<file path="src/rtl/muldiv_unit.sv">
// muldiv_unit: iterative RV32M/RV64M multiply/divide unit for the execute stage.
// Shift-add multiply and restoring divide, one step per clock, with busy/done
// handshake and flush. Optional MULDIV_FAST_MUL_EN selects a single-cycle
// combinational multiplier; divides stay iterative.
module muldiv_unit #(
   parameter int unsigned XLEN = 32
) (
   input  logic            i_clk,
   input  logic            i_reset_n,
   input  logic            i_start,
   input  logic [1:0]      i_alu_op,
   input  logic [6:0]      i_funct7,
   input  logic [2:0]      i_funct3,
   input  logic [XLEN-1:0] i_src_a,
   input  logic [XLEN-1:0] i_src_b,
   input  logic            i_flush,
   output logic            o_is_muldiv,
   output logic            o_busy,
   output logic            o_done,
   output logic [XLEN-1:0] o_result
);

   localparam int unsigned CW = $clog2(XLEN) + 1;

   typedef enum logic [1:0] {StIdle, StRun, StFix, StDone} state_e;

   state_e              r_state, w_state_next;
   logic [2*XLEN-1:0]   r_acc;     // {remainder, quotient} or {product hi, lo}
   logic [XLEN-1:0]     r_b;       // multiplicand / divisor magnitude
   logic [2:0]          r_op;
   logic                r_neg;     // negate the selected result in FIX
   logic [CW-1:0]       r_cnt;
   logic [XLEN-1:0]     r_result;

   logic                w_accept;
   logic                w_a_signed, w_b_signed, w_a_neg, w_b_neg, w_res_neg;
   logic [XLEN-1:0]     w_a_mag, w_b_mag;
   logic [XLEN:0]       w_mul_sum, w_rem_shift, w_diff;
   logic [2*XLEN-1:0]   w_mul_step, w_div_step, w_prod_fix;
   logic [XLEN-1:0]     w_quo_fix, w_rem_fix, w_fix_result;
`ifdef MULDIV_FAST_MUL_EN
   logic [2*XLEN-1:0]   w_fast_prod;
`endif

   assign o_is_muldiv = (i_alu_op == 2'b10) && (i_funct7 == 7'b0000001);
   assign w_accept    = i_start && o_is_muldiv && !i_flush &&
                        ((r_state == StIdle) || (r_state == StDone));

   // Operand signedness per Funct3; MUL treats both as signed (low half is identical).
   always_comb begin
      w_a_signed = 1'b0;
      w_b_signed = 1'b0;
      unique case (i_funct3)
         3'b000, 3'b001, 3'b100, 3'b110: begin
            w_a_signed = 1'b1;
            w_b_signed = 1'b1;
         end
         3'b010:  w_a_signed = 1'b1;
         default: ;
      endcase
   end

   assign w_a_neg = w_a_signed & i_src_a[XLEN-1];
   assign w_b_neg = w_b_signed & i_src_b[XLEN-1];
   assign w_a_mag = w_a_neg ? -i_src_a : i_src_a;
   assign w_b_mag = w_b_neg ? -i_src_b : i_src_b;

   // Result sign: DIV quotient keeps all-ones on divide by zero; REM follows dividend.
   always_comb begin
      w_res_neg = w_a_neg ^ w_b_neg;
      if (i_funct3 == 3'b100) begin
         w_res_neg = (w_a_neg ^ w_b_neg) && (|i_src_b);
      end else if (i_funct3 == 3'b110) begin
         w_res_neg = w_a_neg;
      end
   end

`ifdef MULDIV_FAST_MUL_EN
   assign w_fast_prod = {{XLEN{1'b0}}, w_a_mag} * {{XLEN{1'b0}}, w_b_mag};
`endif

   // One shift-add step: add multiplicand into the high half when the LSB is set.
   assign w_mul_sum  = {1'b0, r_acc[2*XLEN-1:XLEN]} + (r_acc[0] ? {1'b0, r_b} : '0);
   assign w_mul_step = {w_mul_sum, r_acc[XLEN-1:1]};

   // One restoring-divide step: shift in the next dividend bit, trial subtract.
   assign w_rem_shift = r_acc[2*XLEN-1:XLEN-1];
   assign w_diff      = w_rem_shift - {1'b0, r_b};
   assign w_div_step  = w_diff[XLEN] ? {w_rem_shift[XLEN-1:0], r_acc[XLEN-2:0], 1'b0}
                                     : {w_diff[XLEN-1:0], r_acc[XLEN-2:0], 1'b1};

   assign w_prod_fix = r_neg ? -r_acc : r_acc;
   assign w_quo_fix  = r_neg ? -r_acc[XLEN-1:0] : r_acc[XLEN-1:0];
   assign w_rem_fix  = r_neg ? -r_acc[2*XLEN-1:XLEN] : r_acc[2*XLEN-1:XLEN];

   // Select the sign-corrected result for the latched op.
   always_comb begin
      w_fix_result = '0;
      unique case (r_op)
         3'b000:                 w_fix_result = w_prod_fix[XLEN-1:0];
         3'b001, 3'b010, 3'b011: w_fix_result = w_prod_fix[2*XLEN-1:XLEN];
         3'b100, 3'b101:         w_fix_result = w_quo_fix;
         default:                w_fix_result = w_rem_fix;
      endcase
   end

   // State register.
   always_ff @(posedge i_clk or negedge i_reset_n) begin
      if (!i_reset_n) begin
         r_state <= StIdle;
      end else begin
         r_state <= w_state_next;
      end
   end

   // Next-state logic; flush overrides everything.
   always_comb begin
      w_state_next = r_state;
      if (i_flush) begin
         w_state_next = StIdle;
      end else begin
         unique case (r_state)
            StIdle, StDone: begin
               if (w_accept) begin
`ifdef MULDIV_FAST_MUL_EN
                  w_state_next = i_funct3[2] ? StRun : StFix;
`else
                  w_state_next = StRun;
`endif
               end else begin
                  w_state_next = StIdle;
               end
            end
            StRun: begin
               if (r_cnt == CW'(XLEN - 1)) begin
                  w_state_next = StFix;
               end
            end
            default: w_state_next = StDone;
         endcase
      end
   end

   // Datapath: latch on accept, iterate in RUN, write result in FIX.
   always_ff @(posedge i_clk or negedge i_reset_n) begin
      if (!i_reset_n) begin
         r_acc    <= '0;
         r_b      <= '0;
         r_op     <= '0;
         r_neg    <= 1'b0;
         r_cnt    <= '0;
         r_result <= '0;
      end else if (w_accept) begin
`ifdef MULDIV_FAST_MUL_EN
         r_acc <= i_funct3[2] ? {{XLEN{1'b0}}, w_a_mag} : w_fast_prod;
`else
         r_acc <= {{XLEN{1'b0}}, w_a_mag};
`endif
         r_b   <= w_b_mag;
         r_op  <= i_funct3;
         r_neg <= w_res_neg;
         r_cnt <= '0;
      end else if (!i_flush && (r_state == StRun)) begin
         r_acc <= r_op[2] ? w_div_step : w_mul_step;
         r_cnt <= r_cnt + 1'b1;
      end else if (!i_flush && (r_state == StFix)) begin
         r_result <= w_fix_result;
      end
   end

   assign o_busy   = (r_state == StRun) || (r_state == StFix);
   assign o_done   = (r_state == StDone);
   assign o_result = r_result;

endmodule
</file>
<file path="config.mk">
export PLATFORM = sky130hd
export DESIGN_NAME = muldiv_unit
export DESIGN_NICKNAME = d
export VERILOG_FILES = /design/src/rtl/muldiv_unit.sv
export SDC_FILE = /design/constraint.sdc
export NUM_CORES = 1
export LEC_CHECK = 0
export CORE_MARGIN = 4
export CORE_UTILIZATION = 40
export CTS_CLUSTER_DIAMETER = 100
export CTS_CLUSTER_SIZE = 14
export DETAILED_ROUTE_END_ITERATION = 12
export PLACE_DENSITY_LB_ADDON = 0.12
export SETUP_SLACK_MARGIN = 0.5
export SLEW_MARGIN = 10
export SYNTH_ARGS = -nofsm -noshare
export SYNTH_HDL_FRONTEND = slang
export SYNTH_SLANG_ARGS = --single-unit
export TNS_END_PERCENT = 1
</file>
<file path="constraint.sdc">
create_clock -name i_clk -period 3.35 [get_ports i_clk]
set_input_delay 0.8375 -clock i_clk [delete_from_list [all_inputs] [get_ports i_clk]]
set_output_delay 0.8375 -clock i_clk [all_outputs]
set_load 0.05 [all_outputs]
</file>
==> metrics <==
P_leak approximately 7.7 nW; final core area utilization 0.520; Max-Cap Viols 0; post-synthesis mux area share 0.0483; register area share after synthesis 0.258; Die Y between 150 and 200 um; area leader, netlist dfrtp_1; DP Worst Slack -0.0270 ns; largest net degree at the start of global routing between 80 and 90; vias in the first global route about 13000; Crit path largest cell delay between 0.4 and 0.5 ns; Cell Pwr Density between 500 and 600 mW/mm^2; number of flops mapped to enable cells by yosys 0; clk_lat worst skew approximately 0.44 ns; flop-to-flop setup slack between 0.2 and 0.25 ns; post-synthesis simple-gate area fraction 0.196; initial antenna violation count 0; ANT nets after route 0; min-delay worst type input port to async pin; Worst slew margin 0.221; Mapped Cells ~1800; commonest non-fill, non-tap cell in the layout nor2_1; final wirelength roughly 49 mm; commonest non-fill, non-tap cells in the layout 202 x nor2_1, 171 x a21oi_1, 157 x buf_4; worst path bufs/invs 1; Initial Utilization 0.405; Post-Syn Area 0.0136 sq mm; Clock transition at path regs 0.08 ns; WL/cell ~20 um; CTS tree built; # rows 67; Vias approximately 14000; top_reg_cell synth dfrtp_1; Synth Warn # 0; worst vdd ir around 0.37 mV; Max Clock Freq between 300 and 400 MHz; R2R depth 11; WP data arrival around 3.5 ns; clk buf depth 2; final hold slack 0.359 ns; input/output buffers 114; Placeable Area ~0.034 sq mm; Worst Clk Skew around 0.017 ns; total track usage 0.257; RSZ-0062 raised after global routing true; first-pass GRT wire length between 70 and 80 mm; setup violators final 0; final net count between 2000 and 2500; period utilization 0.935; drt pass-1 iters 5; outcome finished, final reports clean; Yosys reg bits 140; worst path cell trace buf_4 > ha_1 > nor2b_1 > o2111a_1 > o21ai_0 > nand3_2 > a21o_1 > a21oi_1 > xnor2_1 > nor3_1 > o31ai_1; Reg-to-Reg End r_acc[57]$_DFFE_PN0N_; Worst Max-Slew Pin Slew approximately 1.2 ns; Area contributors post-synth dfrtp_1 26%, xnor2_1 6.8%, a21oi_1 6.7%; HPWL Detailed between 30 and 40 mm; die area 0.0370 sq mm; Critical Path RT around 3.7 ns; hold_buf cts 0; Synth Area in XOR/XNOR 0.112; clock sinks 140; Netlist cell types about 80; combinational family with the most area after synthesis compound AO/OA/AOI/OAI gates; Syn-to-layout area delta 28.4%; Clk Tree Root Cell clkbuf_16; Period minus WS final between 3 and 4 ns; Crit Path Class register to register; Synth top area share 0.258; vias per cell between 5 and 6; final-report hold violation count 0; CTS Buf Count 17; Die Wd roughly 190 um; startpoint types register; layout cells sized above 1 0.156; Async SR Flop Fraction 1.00; diode count 0; syn_nets around 1900; Iteration-0 DRC Markers roughly 1300; Overflow after GRT 0; Max Transition Viols Final 0; R2R Path Start r_acc[32]$_DFFE_PN0N_; Syn Area/Cell approximately 7.7 sq um; endpoint class of the critical path register; Compound-Gate Fraction of Synth Area 0.265; # H-tree levels 4; Adder-Cell Fraction of Synth Area 0.0693; I/O pins approximately 120; Final WS setup 0.217 ns; maximum fanout along the worst path 6; Post-Layout Inst Area 0.0174 sq mm; number of remaining DRC errors 0; placed instance area ~0.016 sq mm; CP max stage cell o21ai_0; Largest delay share family, worst path compound AO/OA/AOI/OAI gates; GP Congestion 0.953
==> how the worst max path moves through the flow <==
| stage | cells after the start | end | from |
|---|---|---|---|
| finish | 11 | r_acc[57]$_DFFE_PN0N_ | r_acc[32]$_DFFE_PN0N_ |
| CTS | 18 | r_acc[57]$_DFFE_PN0N_ | r_acc[0]$_DFFE_PN0N_ |
| global route | 14 | r_acc[44]$_DFFE_PN0N_ | r_b[15]$_DFFE_PN0P_ |
| global placement | 9 | o_result[17]$_DFFE_PN0P_ | r_acc[20]$_DFFE_PN0N_ |
| floorplan | 13 | r_acc[59]$_DFFE_PN0N_ | r_acc[0]$_DFFE_PN0N_ |
| detailed placement | 11 | r_b[25]$_DFFE_PN0P_ | i_src_b[4] |
==> repair_timing <==
action | 4_1_cts | 5_1_grt
buffers inserted | 21 | 9
resized for setup | 61 | 30
cloned | 2 | 2
endpoints found under the setup margin | 65 | 100
pin swaps | 25 | 14
==> stage by stage <==
step           setup TNS, ns  cells  power, mW
2_1_floorplan              0   1775       5.21
3_3_place_gp         -0.0273   2365       6.72
3_5_place_dp         -0.0668   2365       6.75
4_1_cts                    0   2420       9.04
5_1_grt                    0   2431       9.61
6_report                   0   2431       9.11
==> per-layer routing <==
| layer | GRT usage | up-vias | routed length (um) |
|---|---|---|---|
| li1 | - | 6841 | - |
| met1 | 0.381 | 6847 | 23200 |
| met2 | 0.398 | 534 | 21300 |
| met3 | 0.0327 | 59 | 3130 |
| met4 | 0.0606 | 0 | 956 |
| met5 | 0 | - | 0 |
==> sequential cells by signal (all words and copies together) (netlist names) <==
name,cells
r_op,3
r_acc,64
o_result,32
r_state,2
r_b,32
r_neg,1
r_cnt,6
==> final cells by class <==
type | count | area [sq um]
flip-flops and latches | 140 | 3510
multi-input cells | 1451 | 9790
fillers | 3208 | 16100
well taps | 448 | 561
repair buffers | 287 | 2650
inverters | 73 | 279
clock buffers | 19 | 453
clock inverters | 13 | 201
==> cells in the mapped netlist, types with 6 or more instances <==
cell type and instances:
o21a_1 8, clkbuf_1 88, xnor2_1 106, a21o_1 18
o21ai_0 134, ha_1 72, or4_1 18, nand3_1 30
o31ai_1 30, nor3_1 41, o21ai_1 8, or3_1 15
a211oi_1 41, inv_1 71, a22oi_1 30, o41ai_1 15
a311oi_1 8, a21oi_1 183, dfrtp_1 140, and3_1 7
o211ai_1 11, nand2_1 139, nor2_1 205, mux2i_1 61
o22ai_1 15, xor2_1 67, a221oi_1 7, and2_1 9
nand4_1 17, a31oi_1 18, buf_2 6, nor2b_1 13
nand2b_1 20, nor4_1 14, buf_1 14, or2_2 7
==> power breakdown <==
| part | internal [mW] | switching [mW] |
|---|---|---|
| logic | 1.80 | 2.80 |
| clock network | 1.31 | 0.861 |
| registers | 2.01 | 0.326 |
| total | 5.12 | 3.99 |
==> cells by family (layout without fill, tap and decap cells) <==
| group | Yosys count | count (layout) |
|---|---|---|
| compound gates | 576 | 576 |
| xor+xnor | 173 | 173 |
| fa+ha+maj | 74 | 74 |
| buf+inv | 184 | 392 |
| flops | 140 | 140 |
| mux | 65 | 65 |
| simple gates | 563 | 563 |
Power figures use the tool's default switching activity.
